File: src/rtl/mash_sequencer.sv
// Start-up and FCW-update sequencer for a cascaded MASH modulator.
// Walks IDLE -> CLEAR -> SETTLE -> RUN and applies buffered FCW updates on frame boundaries.
module mash_sequencer #(
  parameter int WIDTH         = 16,
  parameter int SETTLE_CYCLES = 8,
  parameter int FRAME_LEN     = 16
) (
  input  logic             clk,
  input  logic             rst_n,
  input  logic             run_en,
  input  logic             cfg_valid,
  output logic             cfg_ready,
  input  logic [WIDTH-1:0] cfg_fcw,
  input  logic             cfg_clear,
  output logic [WIDTH-1:0] stage_in,
  output logic             stage_en,
  output logic             stage_clr,
  output logic             out_valid,
  output logic             frame_tick,
  output logic             busy
);

  localparam int SW = (SETTLE_CYCLES > 1) ? $clog2(SETTLE_CYCLES) : 1;
  localparam int FW = $clog2(FRAME_LEN);
  localparam logic [SW-1:0] SETTLE_LAST = SW'(SETTLE_CYCLES - 1);
  localparam logic [FW-1:0] FRAME_LAST  = FW'(FRAME_LEN - 1);

  typedef enum logic [1:0] {
    S_IDLE,
    S_CLEAR,
    S_SETTLE,
    S_RUN
  } state_t;

  state_t           state, state_nx;
  logic [SW-1:0]    scnt, scnt_nx;
  logic [FW-1:0]    fcnt, fcnt_nx;
  logic             pending, pending_nx;
  logic [WIDTH-1:0] sh_fcw;
  logic             sh_clr;
  logic [WIDTH-1:0] stage_in_nx;
  logic             accept;
  logic             at_frame_end;

  assign cfg_ready    = ((state == S_IDLE) || (state == S_RUN)) && !pending;
  assign accept       = cfg_valid && cfg_ready;
  assign at_frame_end = (fcnt == FRAME_LAST);

  always_ff @(posedge clk or negedge rst_n) begin
    if (!rst_n) begin
      state   <= S_IDLE;
      scnt    <= '0;
      fcnt    <= '0;
      pending <= 1'b0;
    end else begin
      state   <= state_nx;
      scnt    <= scnt_nx;
      fcnt    <= fcnt_nx;
      pending <= pending_nx;
    end
  end

  // Shadow only loads on accept, and accept requires !pending, so it never
  // overwrites an update that is still waiting for its frame boundary.
  always_ff @(posedge clk or negedge rst_n) begin
    if (!rst_n) begin
      sh_fcw <= '0;
      sh_clr <= 1'b0;
    end else if (accept) begin
      sh_fcw <= cfg_fcw;
      sh_clr <= cfg_clear;
    end
  end

  always_comb begin
    state_nx    = state;
    scnt_nx     = scnt;
    fcnt_nx     = fcnt;
    pending_nx  = pending;
    stage_in_nx = stage_in;
    if (accept) pending_nx = 1'b1;
    case (state)
      S_IDLE: begin
        if (pending) begin
          stage_in_nx = sh_fcw;
          pending_nx  = 1'b0;
        end
        if (run_en) state_nx = S_CLEAR;
      end
      S_CLEAR: begin
        scnt_nx  = SETTLE_LAST;
        state_nx = run_en ? S_SETTLE : S_IDLE;
      end
      S_SETTLE: begin
        if (!run_en) begin
          state_nx = S_IDLE;
        end else if (scnt == '0) begin
          state_nx = S_RUN;
          fcnt_nx  = '0;
        end else begin
          scnt_nx = scnt - SW'(1);
        end
      end
      S_RUN: begin
        if (!run_en) begin
          state_nx = S_IDLE;
        end else begin
          fcnt_nx = at_frame_end ? '0 : fcnt + FW'(1);
          if (at_frame_end && pending) begin
            stage_in_nx = sh_fcw;
            pending_nx  = 1'b0;
            if (sh_clr) state_nx = S_CLEAR;
          end
        end
      end
      default: state_nx = S_IDLE;
    endcase
  end

  // Outputs are registered decodes of the next state so they line up with the state they describe.
  always_ff @(posedge clk or negedge rst_n) begin
    if (!rst_n) begin
      stage_in   <= '0;
      stage_en   <= 1'b0;
      stage_clr  <= 1'b0;
      out_valid  <= 1'b0;
      frame_tick <= 1'b0;
      busy       <= 1'b0;
    end else begin
      stage_in   <= stage_in_nx;
      stage_en   <= (state_nx == S_SETTLE) || (state_nx == S_RUN);
      stage_clr  <= (state_nx == S_CLEAR);
      out_valid  <= (state_nx == S_RUN);
      frame_tick <= (state_nx == S_RUN) && (fcnt_nx == FRAME_LAST);
      busy       <= (state_nx == S_CLEAR) || (state_nx == S_SETTLE);
    end
  end

endmodule

File: config.mk
export PLATFORM = sky130hd
export DESIGN_NAME = mash_sequencer
export DESIGN_NICKNAME = d
export VERILOG_FILES = /design/src/rtl/mash_sequencer.sv
export SDC_FILE = /design/constraint.sdc
export NUM_CORES = 1
export LEC_CHECK = 0
export CELL_PAD_IN_SITES_DETAIL_PLACEMENT = 0
export CELL_PAD_IN_SITES_GLOBAL_PLACEMENT = 1
export CORE_AREA = 2 2 87 89
export CTS_CLUSTER_DIAMETER = 100
export CTS_CLUSTER_SIZE = 20
export DETAILED_ROUTE_END_ITERATION = 10
export DIE_AREA = 0 0 89 91
export HOLD_SLACK_MARGIN = 0.08
export PLACE_DENSITY_LB_ADDON = 0.1
export SYNTH_ARGS = -nofsm -noshare
export SYNTH_HDL_FRONTEND = slang
export SYNTH_SLANG_ARGS = --single-unit
File: constraint.sdc
create_clock -name clk -period 2.8 [get_ports clk]
set_input_delay 0.56 -clock clk [delete_from_list [all_inputs] [get_ports clk]]
set_output_delay 0.56 -clock clk [all_outputs]
set_load 0.02 [all_outputs]
==> flow_summary.html, run 1 <==
<table>
<tr><th>Metric</th><th>Value</th></tr>
<tr><th colspan="2">Cells and area</th></tr>
<tr><td>Footprint of the flip-flops and latches</td><td>1176 um^2</td></tr>
<tr><td>Count of filler cells inserted in the layout</td><td>725</td></tr>
<tr><td>Multi-input gate area</td><td>860.8 um^2</td></tr>
<tr><td>Area Overhead vs Synth</td><td>29.32%</td></tr>
<tr><td>Number of diodes added for antenna fixing</td><td>0</td></tr>
<tr><td>Leading cell type in the layout, fill and taps excluded</td><td>sky130_fd_sc_hd__dfrtp_1</td></tr>
<tr><td>Commonest non-fill, non-tap cells in the layout</td><td>sky130_fd_sc_hd__dfrtp_1, sky130_fd_sc_hd__clkdlybuf4s50_1, sky130_fd_sc_hd__mux2_2, sky130_fd_sc_hd__mux2_1, sky130_fd_sc_hd__ha_1</td></tr>
<tr><td>Post-layout nets</td><td>230</td></tr>
<tr><td>Share of layout cells above drive strength 1</td><td>18.41%</td></tr>
<tr><th colspan="2">Setup path</th></tr>
<tr><td>Stages on the worst setup path</td><td>4</td></tr>
<tr><td>CP startpoint kind</td><td>flop</td></tr>
<tr><td>Critical path data arrival time</td><td>1.94 ns</td></tr>
<tr><td>Setup CP Type</td><td>reg2out</td></tr>
<tr><td>Sum of buffers and inverters on the critical path</td><td>2</td></tr>
<tr><td>Series of cell instances along the critical path</td><td>inv_1 &gt; ha_1 &gt; nor2_1 &gt; clkdlybuf4s50_1</td></tr>
<tr><td>Slowest stage cell, crit path</td><td>sky130_fd_sc_hd__clkdlybuf4s50_1</td></tr>
<tr><td>Setup crit end kind</td><td>output pin</td></tr>
<tr><td>Worst endpoint required time</td><td>2.24 ns</td></tr>
<tr><td>Largest driver fanout on the critical path</td><td>5</td></tr>
<tr><td>Cell type group with the largest total delay on the critical path</td><td>buffers and inverters</td></tr>
<tr><td>Largest incremental delay on the critical path</td><td>0.62 ns</td></tr>
<tr><td>Worst-case reg-to-reg path depth</td><td>6</td></tr>
<tr><th colspan="2">Yosys</th></tr>
<tr><td>Count of unique library cells instantiated by Yosys</td><td>36</td></tr>
<tr><td>Combined area of all synthesized cells</td><td>2108 um^2</td></tr>
<tr><td>Synthesized area divided by synthesized cell count</td><td>13.69 um^2</td></tr>
<tr><td>Number of cells produced by synthesis</td><td>154</td></tr>
<tr><td>Share of the yosys chip area belonging to registers</td><td>55.79%</td></tr>
<tr><td>Ys Warns</td><td>0</td></tr>
<tr><td>Number of flops mapped to enable cells by yosys</td><td>0</td></tr>
<tr><td>Most common flop cell mapped by yosys</td><td>sky130_fd_sc_hd__dfrtp_1</td></tr>
<tr><td>Post-synth ARST share</td><td>100.0%</td></tr>
<tr><td>Synthesized netlist net count</td><td>184</td></tr>
<tr><td>Number of flip-flops and latches in the synthesized netlist</td><td>47</td></tr>
<tr><th colspan="2">Route</th></tr>
<tr><td>DR vias/cell</td><td>4.513</td></tr>
<tr><td>Via Count</td><td>1354</td></tr>
<tr><td>DRC violations left</td><td>0</td></tr>
<tr><td>Detailed-routing iteration count for the pre-antenna-repair pass</td><td>4</td></tr>
<tr><td>Total wire length</td><td>4238 um</td></tr>
<tr><td>Antenna Nets Post-Route</td><td>0</td></tr>
<tr><td>Detail-routed net length per standard cell</td><td>14.13 um</td></tr>
<tr><td>Detailed Route Iter0 Violations</td><td>10</td></tr>
<tr><th colspan="2">Place</th></tr>
<tr><td>Detailed Place HPWL</td><td>3144 um</td></tr>
<tr><td>Final GP Congestion</td><td>0.7812</td></tr>
<tr><td>Number of port buffers</td><td>42</td></tr>
<tr><th colspan="2">STA</th></tr>
<tr><td>Transition time at the pin with the least slew margin</td><td>0.4972 ns</td></tr>
<tr><td>Worst Hold Margin</td><td>0.1842 ns</td></tr>
<tr><td>Slew margin rel.</td><td>66.85%</td></tr>
<tr><td>Unrepaired setup endpoints after global routing</td><td>no</td></tr>
<tr><td>Final count of pins violating max slew</td><td>0</td></tr>
<tr><td>Setup TNS after final layout</td><td>0 ns</td></tr>
<tr><td>Setup violation total in the final timing report</td><td>0</td></tr>
<tr><td>Final worst-path cycle share</td><td>89.24%</td></tr>
<tr><td>Worst-case clock skew</td><td>0.004494 ns</td></tr>
<tr><td>Final count of hold timing violations</td><td>0</td></tr>
<tr><td>Minimum period implied by the final worst setup slack</td><td>2.499 ns</td></tr>
<tr><td>Fmax</td><td>400.2 MHz</td></tr>
<tr><th colspan="2">Power and ir drop</th></tr>
<tr><td>Share of power burned in registers</td><td>40.7%</td></tr>
<tr><td>Psw</td><td>1.011 mW</td></tr>
<tr><td>Static power due to leakage</td><td>1.164 nW</td></tr>
<tr><td>IR drop worst, VDD</td><td>0.2359 mV</td></tr>
<tr><td>Clock group share of total power</td><td>14.2%</td></tr>
<tr><td>Combinational fraction of design power</td><td>45.1%</td></tr>
<tr><td>Switch share</td><td>35.56%</td></tr>
<tr><td>Power density over cell area</td><td>1043 nW/um^2</td></tr>
<tr><td>Pint</td><td>1.833 mW</td></tr>
<tr><th colspan="2">Global routing</th></tr>
<tr><td>Wire length of the first global-routing pass</td><td>6913 um</td></tr>
<tr><td>Pin count of the biggest net entering global routing</td><td>30</td></tr>
<tr><td>Overflow left after global routing</td><td>0</td></tr>
<tr><td>Overall track demand over capacity in global routing</td><td>11.28%</td></tr>
<tr><td>Via count of the first global-routing pass</td><td>1504</td></tr>
<tr><td>Antenna violations before repair</td><td>0</td></tr>
<tr><th colspan="2">Clock network</th></tr>
<tr><td>Total CTS buffers</td><td>5</td></tr>
<tr><td>Clock tree root driver cell</td><td>sky130_fd_sc_hd__clkbuf_8</td></tr>
<tr><td>Cts repair resizes</td><td>0</td></tr>
<tr><td>Clock tree from TritonCTS</td><td>yes</td></tr>
<tr><td>Worst-case clock buffer depth</td><td>2</td></tr>
<tr><td>Setup fix buffers added after clock tree synthesis</td><td>0</td></tr>
<tr><td>Worst skew pair latency</td><td>0.30 ns</td></tr>
<tr><td>Number of hold buffers added after cts</td><td>0</td></tr>
<tr><td>Number of levels in the clock H-tree</td><td>2</td></tr>
<tr><td>Clk pin slew, worst setup/hold paths</td><td>0.09 ns</td></tr>
<tr><td>Clock sink count</td><td>47</td></tr>
<tr><th colspan="2">Die</th></tr>
<tr><td>Effective utilization at floorplan</td><td>29.54%</td></tr>
<tr><td>Width of the die</td><td>89 um</td></tr>
<tr><td>Die height</td><td>91 um</td></tr>
<tr><td>Die Footprint</td><td>8099 um^2</td></tr>
<tr><td>I/O pin count</td><td>43</td></tr>
<tr><td>Floorplan Core Area</td><td>7137 um^2</td></tr>
<tr><td>Row count</td><td>31</td></tr>
<tr><th colspan="2">Outcome</th></tr>
<tr><td>Status</td><td>completed</td></tr>
<tr><th colspan="2">Min path</th></tr>
<tr><td>Min-Delay Path Class</td><td>in2async</td></tr>
<tr><th colspan="2">Run</th></tr>
<tr><td>Total of max-cap violations</td><td>0</td></tr>
</table>
==> final cells by class <==
class                   count  area share (%)
flip-flops and latches     47           43.14
clock buffers               5           2.524
inverters                   7          0.9637
well taps                  99           4.543
clock inverters             3          0.7343
multi-input cells          94           31.57
repair buffers             45           16.52
==> Yosys cell counts, drive strengths merged (3+ instances only) <==
cell   instances  share of area (%)
inv            7                1.2
nand2          4               0.71
ha             9                5.3
mux2          35                 19
a31oi          3               0.89
buf            6                2.3
o21ai          5                1.7
dfrtp         47                 56
a21oi          6                1.4
nor2b          3               0.89
nor3           4               0.95
==> registers in the layout (all words and copies together), names as in the netlist <==
| name | count |
|---|---|
| pending | 1 |
| stage_in | 16 |
| busy | 1 |
| out_valid | 1 |
| stage_clr | 1 |
| scnt | 3 |
| fcnt | 4 |
| state | 1 |
| sh_fcw | 16 |
| frame_tick | 1 |
| sh_clr | 1 |
| stage_en | 1 |
==> power by group through the flow <==
stage	Clock, mW	Sequential (mW)	Combinational [mW]
CTS	0.424	1.17	1.31
global route	0.454	1.21	1.39
finish	0.404	1.16	1.28
global placement	0	1.16	1.28
detailed placement	0	1.18	1.31
floorplan	0	1.30	0.645
==> cells by family (layout without fill, tap and decap cells) <==
family	Yosys count	in the layout	synth area share, %
AO/OA/AOI/OAI	21	21	7.063
buffers and inverters	13	60	3.501
adder cells (fa/ha/maj)	9	9	5.341
XOR/XNOR	2	2	0.8310
AND/OR/NAND/NOR	27	27	8.783
multiplexers	35	35	18.69
flip-flops	47	47	55.79
==> worst paths after layout <==
| kind | slack (ns) | endpoint | from |
|---|---|---|---|
| min reg2reg | 0.49 | stage_in[3] | stage_in[3] |
| min | 0.18 | scnt[0] | rst_n |
| min in group clk | 0.49 | stage_in[3] | stage_in[3] |
| max | 0.30 | cfg_ready | stage_en |
| max reg2reg | 0.67 | frame_tick | stage_en |
| max in group asynchronous | 1.88 | sh_fcw[12] | rst_n |
==> metrics by stage <==
stage | utilization (%) | cell area (um^2) | std cells | setup slack (ns) | total power [mW]
detailed placement | 36.96 | 2638 | 292 | 0.4561 | 2.487
global route | 38.20 | 2726 | 300 | 0.1659 | 3.051
CTS | 38.20 | 2726 | 300 | 0.2542 | 2.900
floorplan | - | 2108 | 154 | 0.8291 | 1.950
finish | 38.20 | 2726 | 300 | 0.3013 | 2.844
global placement | 36.96 | 2638 | 292 | 0.5060 | 2.439
==> per-layer routing <==
metal,share of wire [%],global-route usage (%),vias to the layer above
met3,4.4,3.364,6
met1,40,12.22,685
met4,1.2,4.726,0
met2,54,19.96,26
met5,0,0,-
li1,-,-,637
No activity file was read; power rests on OpenSTA's default activity.
==> run 2: changes to the inputs <==
CORE_AREA = 2 2 73 75   (was 2 2 87 89)
DIE_AREA = 0 0 75 77   (was 0 0 89 91)
==> flow_summary.html, run 2 (synthesized netlist as in run 1, its figures left out) <==
<table>
<tr><th>Metric</th><th>Value</th></tr>
<tr><th colspan="2">Die</th></tr>
<tr><td>Width of the die</td><td>75 um (-16%)</td></tr>
<tr><td>Die height</td><td>77 um (-15%)</td></tr>
<tr><td>I/O pin count</td><td>43 (unchanged)</td></tr>
<tr><td>Floorplan Core Area</td><td>4977 um^2 (-30%)</td></tr>
<tr><td>Effective utilization at floorplan</td><td>42.36% (+13 points)</td></tr>
<tr><td>Row count</td><td>26 (-16%)</td></tr>
<tr><td>Die Footprint</td><td>5775 um^2 (-29%)</td></tr>
<tr><th colspan="2">STA</th></tr>
<tr><td>Unrepaired setup endpoints after global routing</td><td>no</td></tr>
<tr><td>Worst-case clock skew</td><td>0.008784 ns (+0.004290 ns)</td></tr>
<tr><td>Setup violation total in the final timing report</td><td>0 (unchanged)</td></tr>
<tr><td>Final count of pins violating max slew</td><td>0 (unchanged)</td></tr>
<tr><td>Minimum period implied by the final worst setup slack</td><td>2.486 ns (-0.01292 ns)</td></tr>
<tr><td>Setup WS post-layout</td><td>0.3142 ns (+0.01292 ns)</td></tr>
<tr><td>Fmax</td><td>402.3 MHz (+0.52%)</td></tr>
<tr><td>Final worst-path cycle share</td><td>88.78% (-0.46 points)</td></tr>
<tr><td>Transition time at the pin with the least slew margin</td><td>1.015 ns (+0.5182 ns)</td></tr>
<tr><td>Slew margin rel.</td><td>32.30% (-35 points)</td></tr>
<tr><td>Final count of hold timing violations</td><td>0 (unchanged)</td></tr>
<tr><td>Setup TNS after final layout</td><td>0 ns (unchanged)</td></tr>
<tr><th colspan="2">Setup path</th></tr>
<tr><td>Worst endpoint required time</td><td>2.24 ns (about the same)</td></tr>
<tr><td>Reg-to-reg startpoint</td><td>stage_en</td></tr>
<tr><td>Setup CP Type</td><td>reg2out</td></tr>
<tr><td>Reg2reg end</td><td>frame_tick</td></tr>
<tr><td>Critical path data arrival time</td><td>1.93 ns (about the same)</td></tr>
<tr><td>CP startpoint kind</td><td>flop</td></tr>
<tr><td>Launching instance or port of the critical path</td><td>stage_en</td></tr>
<tr><td>Critical path endpoint</td><td>cfg_ready</td></tr>
<tr><td>R2R Setup Slk</td><td>0.72 ns (+0.05 ns)</td></tr>
<tr><td>Worst-case reg-to-reg path depth</td><td>6 (unchanged)</td></tr>
<tr><td>Largest driver fanout on the critical path</td><td>5 (unchanged)</td></tr>
<tr><td>Setup crit end kind</td><td>output pin</td></tr>
<tr><th colspan="2">Clock network</th></tr>
<tr><td>Clk pin slew, worst setup/hold paths</td><td>0.09 ns (about the same)</td></tr>
<tr><td>Number of levels in the clock H-tree</td><td>2 (unchanged)</td></tr>
<tr><td>Cts repair resizes</td><td>0 (unchanged)</td></tr>
<tr><td>Number of hold buffers added after cts</td><td>0 (unchanged)</td></tr>
<tr><td>Clock sink count</td><td>47 (unchanged)</td></tr>
<tr><td>Clock tree root driver cell</td><td>sky130_fd_sc_hd__clkbuf_8</td></tr>
<tr><td>Total CTS buffers</td><td>5 (unchanged)</td></tr>
<tr><td>Worst skew pair latency</td><td>0.30 ns (about the same)</td></tr>
<tr><td>Clock tree from TritonCTS</td><td>yes</td></tr>
<tr><td>Worst-case clock buffer depth</td><td>2 (unchanged)</td></tr>
<tr><td>Setup fix buffers added after clock tree synthesis</td><td>0 (unchanged)</td></tr>
<tr><th colspan="2">Global routing</th></tr>
<tr><td>Overall track demand over capacity in global routing</td><td>14.53% (+3.2 points)</td></tr>
<tr><td>Pin count of the biggest net entering global routing</td><td>48 (+60%)</td></tr>
<tr><td>Antenna violations before repair</td><td>0 (unchanged)</td></tr>
<tr><td>Via count of the first global-routing pass</td><td>1368 (-9.0%)</td></tr>
<tr><td>Overflow left after global routing</td><td>0 (unchanged)</td></tr>
<tr><td>Wire length of the first global-routing pass</td><td>6334 um (-8.4%)</td></tr>
<tr><th colspan="2">Route</th></tr>
<tr><td>Detailed Route Iter0 Violations</td><td>68 (+58)</td></tr>
<tr><td>Detailed-routing iteration count for the pre-antenna-repair pass</td><td>4 (unchanged)</td></tr>
<tr><td>Antenna Nets Post-Route</td><td>0 (unchanged)</td></tr>
<tr><td>DR vias/cell</td><td>5.048 (+12%)</td></tr>
<tr><td>DRC violations left</td><td>0 (unchanged)</td></tr>
<tr><td>Total wire length</td><td>3898 um (-8.0%)</td></tr>
<tr><td>Via Count</td><td>1363 (+0.66%)</td></tr>
<tr><td>Detail-routed net length per standard cell</td><td>14.44 um (+2.2%)</td></tr>
<tr><th colspan="2">Power and ir drop</th></tr>
<tr><td>Static power due to leakage</td><td>1.162 nW (about the same)</td></tr>
<tr><td>Power density over cell area</td><td>1059 nW/um^2 (+1.5%)</td></tr>
<tr><td>IR drop worst, VDD</td><td>0.4121 mV (+75%)</td></tr>
<tr><th colspan="2">Run</th></tr>
<tr><td>Total of max-cap violations</td><td>0 (unchanged)</td></tr>
<tr><th colspan="2">Cells and area</th></tr>
<tr><td>Leading cell type in the layout, fill and taps excluded</td><td>sky130_fd_sc_hd__dfrtp_1</td></tr>
<tr><td>Post-route non-filler standard cell count</td><td>270 (-10%)</td></tr>
<tr><td>Post-layout nets</td><td>229 (-0.43%)</td></tr>
<tr><td>Area Overhead vs Synth</td><td>27.12%</td></tr>
<tr><td>Commonest non-fill, non-tap cells in the layout</td><td>sky130_fd_sc_hd__dfrtp_1, sky130_fd_sc_hd__clkdlybuf4s50_1, sky130_fd_sc_hd__mux2_2, sky130_fd_sc_hd__mux2_1, sky130_fd_sc_hd__ha_1</td></tr>
<tr><td>Number of diodes added for antenna fixing</td><td>0 (unchanged)</td></tr>
<tr><td>Design Area, Final</td><td>2680 um^2 (-1.7%)</td></tr>
<tr><td>Share of layout cells above drive strength 1</td><td>18.00% (-0.41 points)</td></tr>
<tr><td>Biggest registers after layout</td><td>sh_fcw x16, stage_in x16, fcnt x4</td></tr>
<tr><td>Count of filler cells inserted in the layout</td><td>436 (-40%)</td></tr>
<tr><th colspan="2">Place</th></tr>
<tr><td>Detailed Place HPWL</td><td>2790 um (-11%)</td></tr>
<tr><td>Final GP Congestion</td><td>0.7763 (-0.63%)</td></tr>
<tr><td>Post-DP Area</td><td>2581 um^2 (-2.1%)</td></tr>
<tr><td>Setup Slack @ Placement</td><td>0.4641 ns (+0.007924 ns)</td></tr>
<tr><td>Cells after DPL</td><td>262 (-10%)</td></tr>
<tr><td>Number of port buffers</td><td>42 (unchanged)</td></tr>
<tr><th colspan="2">Min path</th></tr>
<tr><td>Min-Delay Path Class</td><td>in2async</td></tr>
<tr><th colspan="2">Outcome</th></tr>
<tr><td>Status</td><td>completed</td></tr>
</table>
[run 2: final cells by class]
type / instances / area [um^2] / area share (%)
multi-input combinational: 94 / 860.8 / 32.12
tap: 70 / 87.58 / 3.268
clock inverter: 2 / 16.27 / 0.6069
sequential: 47 / 1176 / 43.88
clock buffer: 6 / 82.58 / 3.081
inverter: 7 / 26.28 / 0.9804
timing repair buffer: 44 / 430.4 / 16.06
[run 2: metal layers]
metal  GRT usage (%)  up-vias  wire length, um
met5               0        -                0
met4           5.536        0               66
met2           21.67       36             1875
met3           4.074        9              188
met1           19.90      683             1767
li1                -      635                -
[run 2: critical path, cell delays in order, from the launching register on]
cell and delay, ns:
sky130_fd_sc_hd__dfrtp_1 0.45, sky130_fd_sc_hd__inv_1 0.11, sky130_fd_sc_hd__ha_1 0.34, sky130_fd_sc_hd__nor2_1 0.12, sky130_fd_sc_hd__clkdlybuf4s50_1 0.61
[run 2: how the worst min path moves through the flow]
stage	startpoint	endpoint	cells after the start	slack, ns
floorplan	rst_n	busy	0	0.26
global placement	sh_fcw[7]	sh_fcw[7]	1	0.46
detailed placement	sh_fcw[7]	sh_fcw[7]	1	0.47
CTS	rst_n	sh_fcw[1]	1	0.46
global route	rst_n	pending	1	0.50
finish	rst_n	sh_fcw[1]	1	0.43
[run 2: metrics by stage]
step / utilization [%] / power [mW] / hold WS, ns
6_report: 53.85 / 2.839 / 0.4326
5_1_grt: 53.85 / 3.038 / 0.5042
4_1_cts: 53.85 / 2.884 / 0.4612
3_5_place_dp: 51.86 / 2.442 / 0.4735
3_3_place_gp: 51.86 / 2.390 / 0.4649
2_1_floorplan: - / 1.950 / 0.2644
[run 2: where the power goes]
part | total, mW | switching [mW] | internal [mW]
registers | 1.15 | 0.168 | 0.985
clock network | 0.431 | 0.229 | 0.202
logic | 1.25 | 0.601 | 0.654
==> run 3: changes to the inputs <==
RECOVER_POWER = 50   (was default)
==> flow_summary.html, run 3 (synthesized netlist as in run 1, its figures left out) <==
<table>
<tr><th>Metric</th><th>Value</th></tr>
<tr><th colspan="2">STA</th></tr>
<tr><td>Final worst-path cycle share</td><td>88.72% (about the same)</td></tr>
<tr><td>Setup TNS after final layout</td><td>0 ns (unchanged)</td></tr>
<tr><td>Final count of pins violating max slew</td><td>0 (unchanged)</td></tr>
<tr><td>Unrepaired setup endpoints after global routing</td><td>no</td></tr>
<tr><td>Minimum period implied by the final worst setup slack</td><td>2.484 ns (-0.001652 ns)</td></tr>
<tr><td>Worst Hold Margin</td><td>0.4696 ns (+0.03693 ns)</td></tr>
<tr><td>Worst-case clock skew</td><td>0.008083 ns (-0.0007012 ns)</td></tr>
<tr><td>Slew margin rel.</td><td>24.38% (-7.9 points)</td></tr>
<tr><td>Setup violation total in the final timing report</td><td>0 (unchanged)</td></tr>
<tr><td>Fmax</td><td>402.6 MHz (about the same)</td></tr>
<tr><td>Final count of hold timing violations</td><td>0 (unchanged)</td></tr>
<tr><td>Transition time at the pin with the least slew margin</td><td>1.134 ns (+0.1188 ns)</td></tr>
<tr><th colspan="2">Place</th></tr>
<tr><td>Final GP Congestion</td><td>0.7763 (unchanged)</td></tr>
<tr><td>Number of port buffers</td><td>42 (unchanged)</td></tr>
<tr><td>Detailed Place HPWL</td><td>2790 um (unchanged)</td></tr>
<tr><th colspan="2">Cells and area</th></tr>
<tr><td>Footprint of the flip-flops and latches</td><td>1176 um^2 (unchanged)</td></tr>
<tr><td>Multi-input gate area</td><td>855.8 um^2 (-0.58%)</td></tr>
<tr><td>Post-layout nets</td><td>229 (unchanged)</td></tr>
<tr><td>Commonest non-fill, non-tap cells in the layout</td><td>sky130_fd_sc_hd__dfrtp_1, sky130_fd_sc_hd__clkdlybuf4s50_1, sky130_fd_sc_hd__mux2_2, sky130_fd_sc_hd__mux2_1, sky130_fd_sc_hd__ha_1</td></tr>
<tr><td>Finished Core Util</td><td>53.67% (-0.18 points)</td></tr>
<tr><td>Area Overhead vs Synth</td><td>26.71%</td></tr>
<tr><td>Share of layout cells above drive strength 1</td><td>16.50% (-1.5 points)</td></tr>
<tr><td>Biggest registers after layout</td><td>sh_fcw x16, stage_in x16, fcnt x4</td></tr>
<tr><td>Number of diodes added for antenna fixing</td><td>0 (unchanged)</td></tr>
<tr><td>Count of filler cells inserted in the layout</td><td>439 (+0.69%)</td></tr>
<tr><td>Leading cell type in the layout, fill and taps excluded</td><td>sky130_fd_sc_hd__dfrtp_1</td></tr>
<tr><th colspan="2">Setup path</th></tr>
<tr><td>Critical path data arrival time</td><td>1.92 ns (about the same)</td></tr>
<tr><td>CP startpoint kind</td><td>flop</td></tr>
<tr><td>Setup crit end kind</td><td>output pin</td></tr>
<tr><td>Largest driver fanout on the critical path</td><td>5 (unchanged)</td></tr>
<tr><td>Setup CP Type</td><td>reg2out</td></tr>
<tr><td>Worst endpoint required time</td><td>2.24 ns (about the same)</td></tr>
<tr><th colspan="2">Route</th></tr>
<tr><td>Via Count</td><td>1356 (-0.51%)</td></tr>
<tr><td>DRC violations left</td><td>0 (unchanged)</td></tr>
<tr><td>Detail-routed net length per standard cell</td><td>14.50 um (+0.44%)</td></tr>
<tr><td>DR vias/cell</td><td>5.022 (-0.51%)</td></tr>
<tr><td>Antenna Nets Post-Route</td><td>0 (unchanged)</td></tr>
<tr><td>Total wire length</td><td>3915 um (+0.44%)</td></tr>
<tr><td>Detailed Route Iter0 Violations</td><td>62 (-8.8%)</td></tr>
<tr><td>Detailed-routing iteration count for the pre-antenna-repair pass</td><td>4 (unchanged)</td></tr>
<tr><th colspan="2">Clock network</th></tr>
<tr><td>Clock tree root driver cell</td><td>sky130_fd_sc_hd__clkbuf_8</td></tr>
<tr><td>Setup fix buffers added after clock tree synthesis</td><td>0 (unchanged)</td></tr>
<tr><td>Cts repair resizes</td><td>0 (unchanged)</td></tr>
<tr><td>Worst skew pair latency</td><td>0.30 ns (about the same)</td></tr>
<tr><td>Clock tree from TritonCTS</td><td>yes</td></tr>
<tr><td>Number of levels in the clock H-tree</td><td>2 (unchanged)</td></tr>
<tr><td>Total CTS buffers</td><td>5 (unchanged)</td></tr>
<tr><td>Clock sink count</td><td>47 (unchanged)</td></tr>
<tr><td>Number of hold buffers added after cts</td><td>0 (unchanged)</td></tr>
<tr><td>Clk pin slew, worst setup/hold paths</td><td>0.08 ns (about the same)</td></tr>
<tr><td>Worst-case clock buffer depth</td><td>2 (unchanged)</td></tr>
<tr><th colspan="2">Power and ir drop</th></tr>
<tr><td>Static power due to leakage</td><td>1.158 nW (-0.36%)</td></tr>
<tr><td>Total power consumption of the routed design</td><td>2.831 mW (-0.25%)</td></tr>
<tr><td>IR drop worst, VDD</td><td>0.4098 mV (-0.55%)</td></tr>
<tr><td>Power density over cell area</td><td>1060 nW/um^2 (about the same)</td></tr>
<tr><th colspan="2">Global routing</th></tr>
<tr><td>Overall track demand over capacity in global routing</td><td>14.53% (unchanged)</td></tr>
<tr><td>Overflow left after global routing</td><td>0 (unchanged)</td></tr>
<tr><td>Via count of the first global-routing pass</td><td>1368 (unchanged)</td></tr>
<tr><td>Antenna violations before repair</td><td>0 (unchanged)</td></tr>
<tr><td>Wire length of the first global-routing pass</td><td>6334 um (unchanged)</td></tr>
<tr><td>Pin count of the biggest net entering global routing</td><td>48 (unchanged)</td></tr>
<tr><th colspan="2">Die</th></tr>
<tr><td>Effective utilization at floorplan</td><td>42.36% (unchanged)</td></tr>
<tr><td>Width of the die</td><td>75 um (unchanged)</td></tr>
<tr><td>I/O pin count</td><td>43 (unchanged)</td></tr>
<tr><td>Floorplan Core Area</td><td>4977 um^2 (unchanged)</td></tr>
<tr><td>Die height</td><td>77 um (unchanged)</td></tr>
<tr><td>Row count</td><td>26 (unchanged)</td></tr>
<tr><td>Die Footprint</td><td>5775 um^2 (unchanged)</td></tr>
<tr><th colspan="2">Run</th></tr>
<tr><td>Total of max-cap violations</td><td>0 (unchanged)</td></tr>
<tr><th colspan="2">Outcome</th></tr>
<tr><td>Status</td><td>completed</td></tr>
<tr><th colspan="2">Min path</th></tr>
<tr><td>Min-Delay Path Class</td><td>in2async</td></tr>
</table>
==> run 3: cell count changes in the layout (fill, tap and decap cells not counted), sizes merged <==
cell / before / now
dlygate4sd3: 0 / 3
clkbuf: 6 / 8
buf: 3 / 1
clkdlybuf4s50: 41 / 38
==> run 3: layer usage <==
metal | wire length, um | up-vias | global-route usage, %
met5 | 0 | - | 0
met4 | 66 | 0 | 5.536
met3 | 195 | 9 | 4.074
met2 | 1873 | 38 | 21.67
met1 | 1779 | 675 | 19.90
li1 | - | 634 | -
==> run 3: path summary, 6_finish.rpt <==
path / startpoint / to / slack [ns] / depth (start not counted)
worst max-delay path: stage_en / cfg_ready / 0.32 / 4
worst min-delay path: rst_n / fcnt[1] / 0.47 / 1
worst max register to register: stage_en / frame_tick / 0.72 / 6
worst min register to register: stage_in[2] / stage_in[2] / 0.49 / 1
max in group asynchronous: rst_n / stage_in[10] / 1.64 / 1
min in group clk: stage_in[2] / stage_in[2] / 0.49 / 1
==> run 3: layout make-up <==
class	instances	area share, %
Sequential cell	47	44.03
Multi-Input combinational cell	94	32.04
Timing Repair Buffer	44	15.97
Tap cell	70	3.279
Clock buffer	6	3.091
Inverter	7	0.9836
Clock inverter	2	0.6089
==> run 3: metrics by stage <==
| stage | instances | setup slack, ns | area, um^2 |
|---|---|---|---|
| finish | 270 | 0.3159 | 2671 |
| global route | 270 | 0.2178 | 2671 |
| CTS | 270 | 0.2748 | 2680 |
| detailed placement | 262 | 0.4641 | 2581 |
| global placement | 262 | 0.5150 | 2581 |
| floorplan | 154 | 0.8291 | 2108 |
==> run 3: where the power goes <==
part | total [mW] | switching [mW] | internal, mW
Combinational | 1.25 | 0.601 | 0.646
Sequential | 1.15 | 0.168 | 0.985
Clock | 0.432 | 0.230 | 0.202
==> run 3: critical path, stage by stage (launching register included) <==
cell and delay [ns]:
sky130_fd_sc_hd__dfrtp_1 0.45, sky130_fd_sc_hd__inv_1 0.11, sky130_fd_sc_hd__ha_1 0.34, sky130_fd_sc_hd__nor2_1 0.12, sky130_fd_sc_hd__clkdlybuf4s50_1 0.61
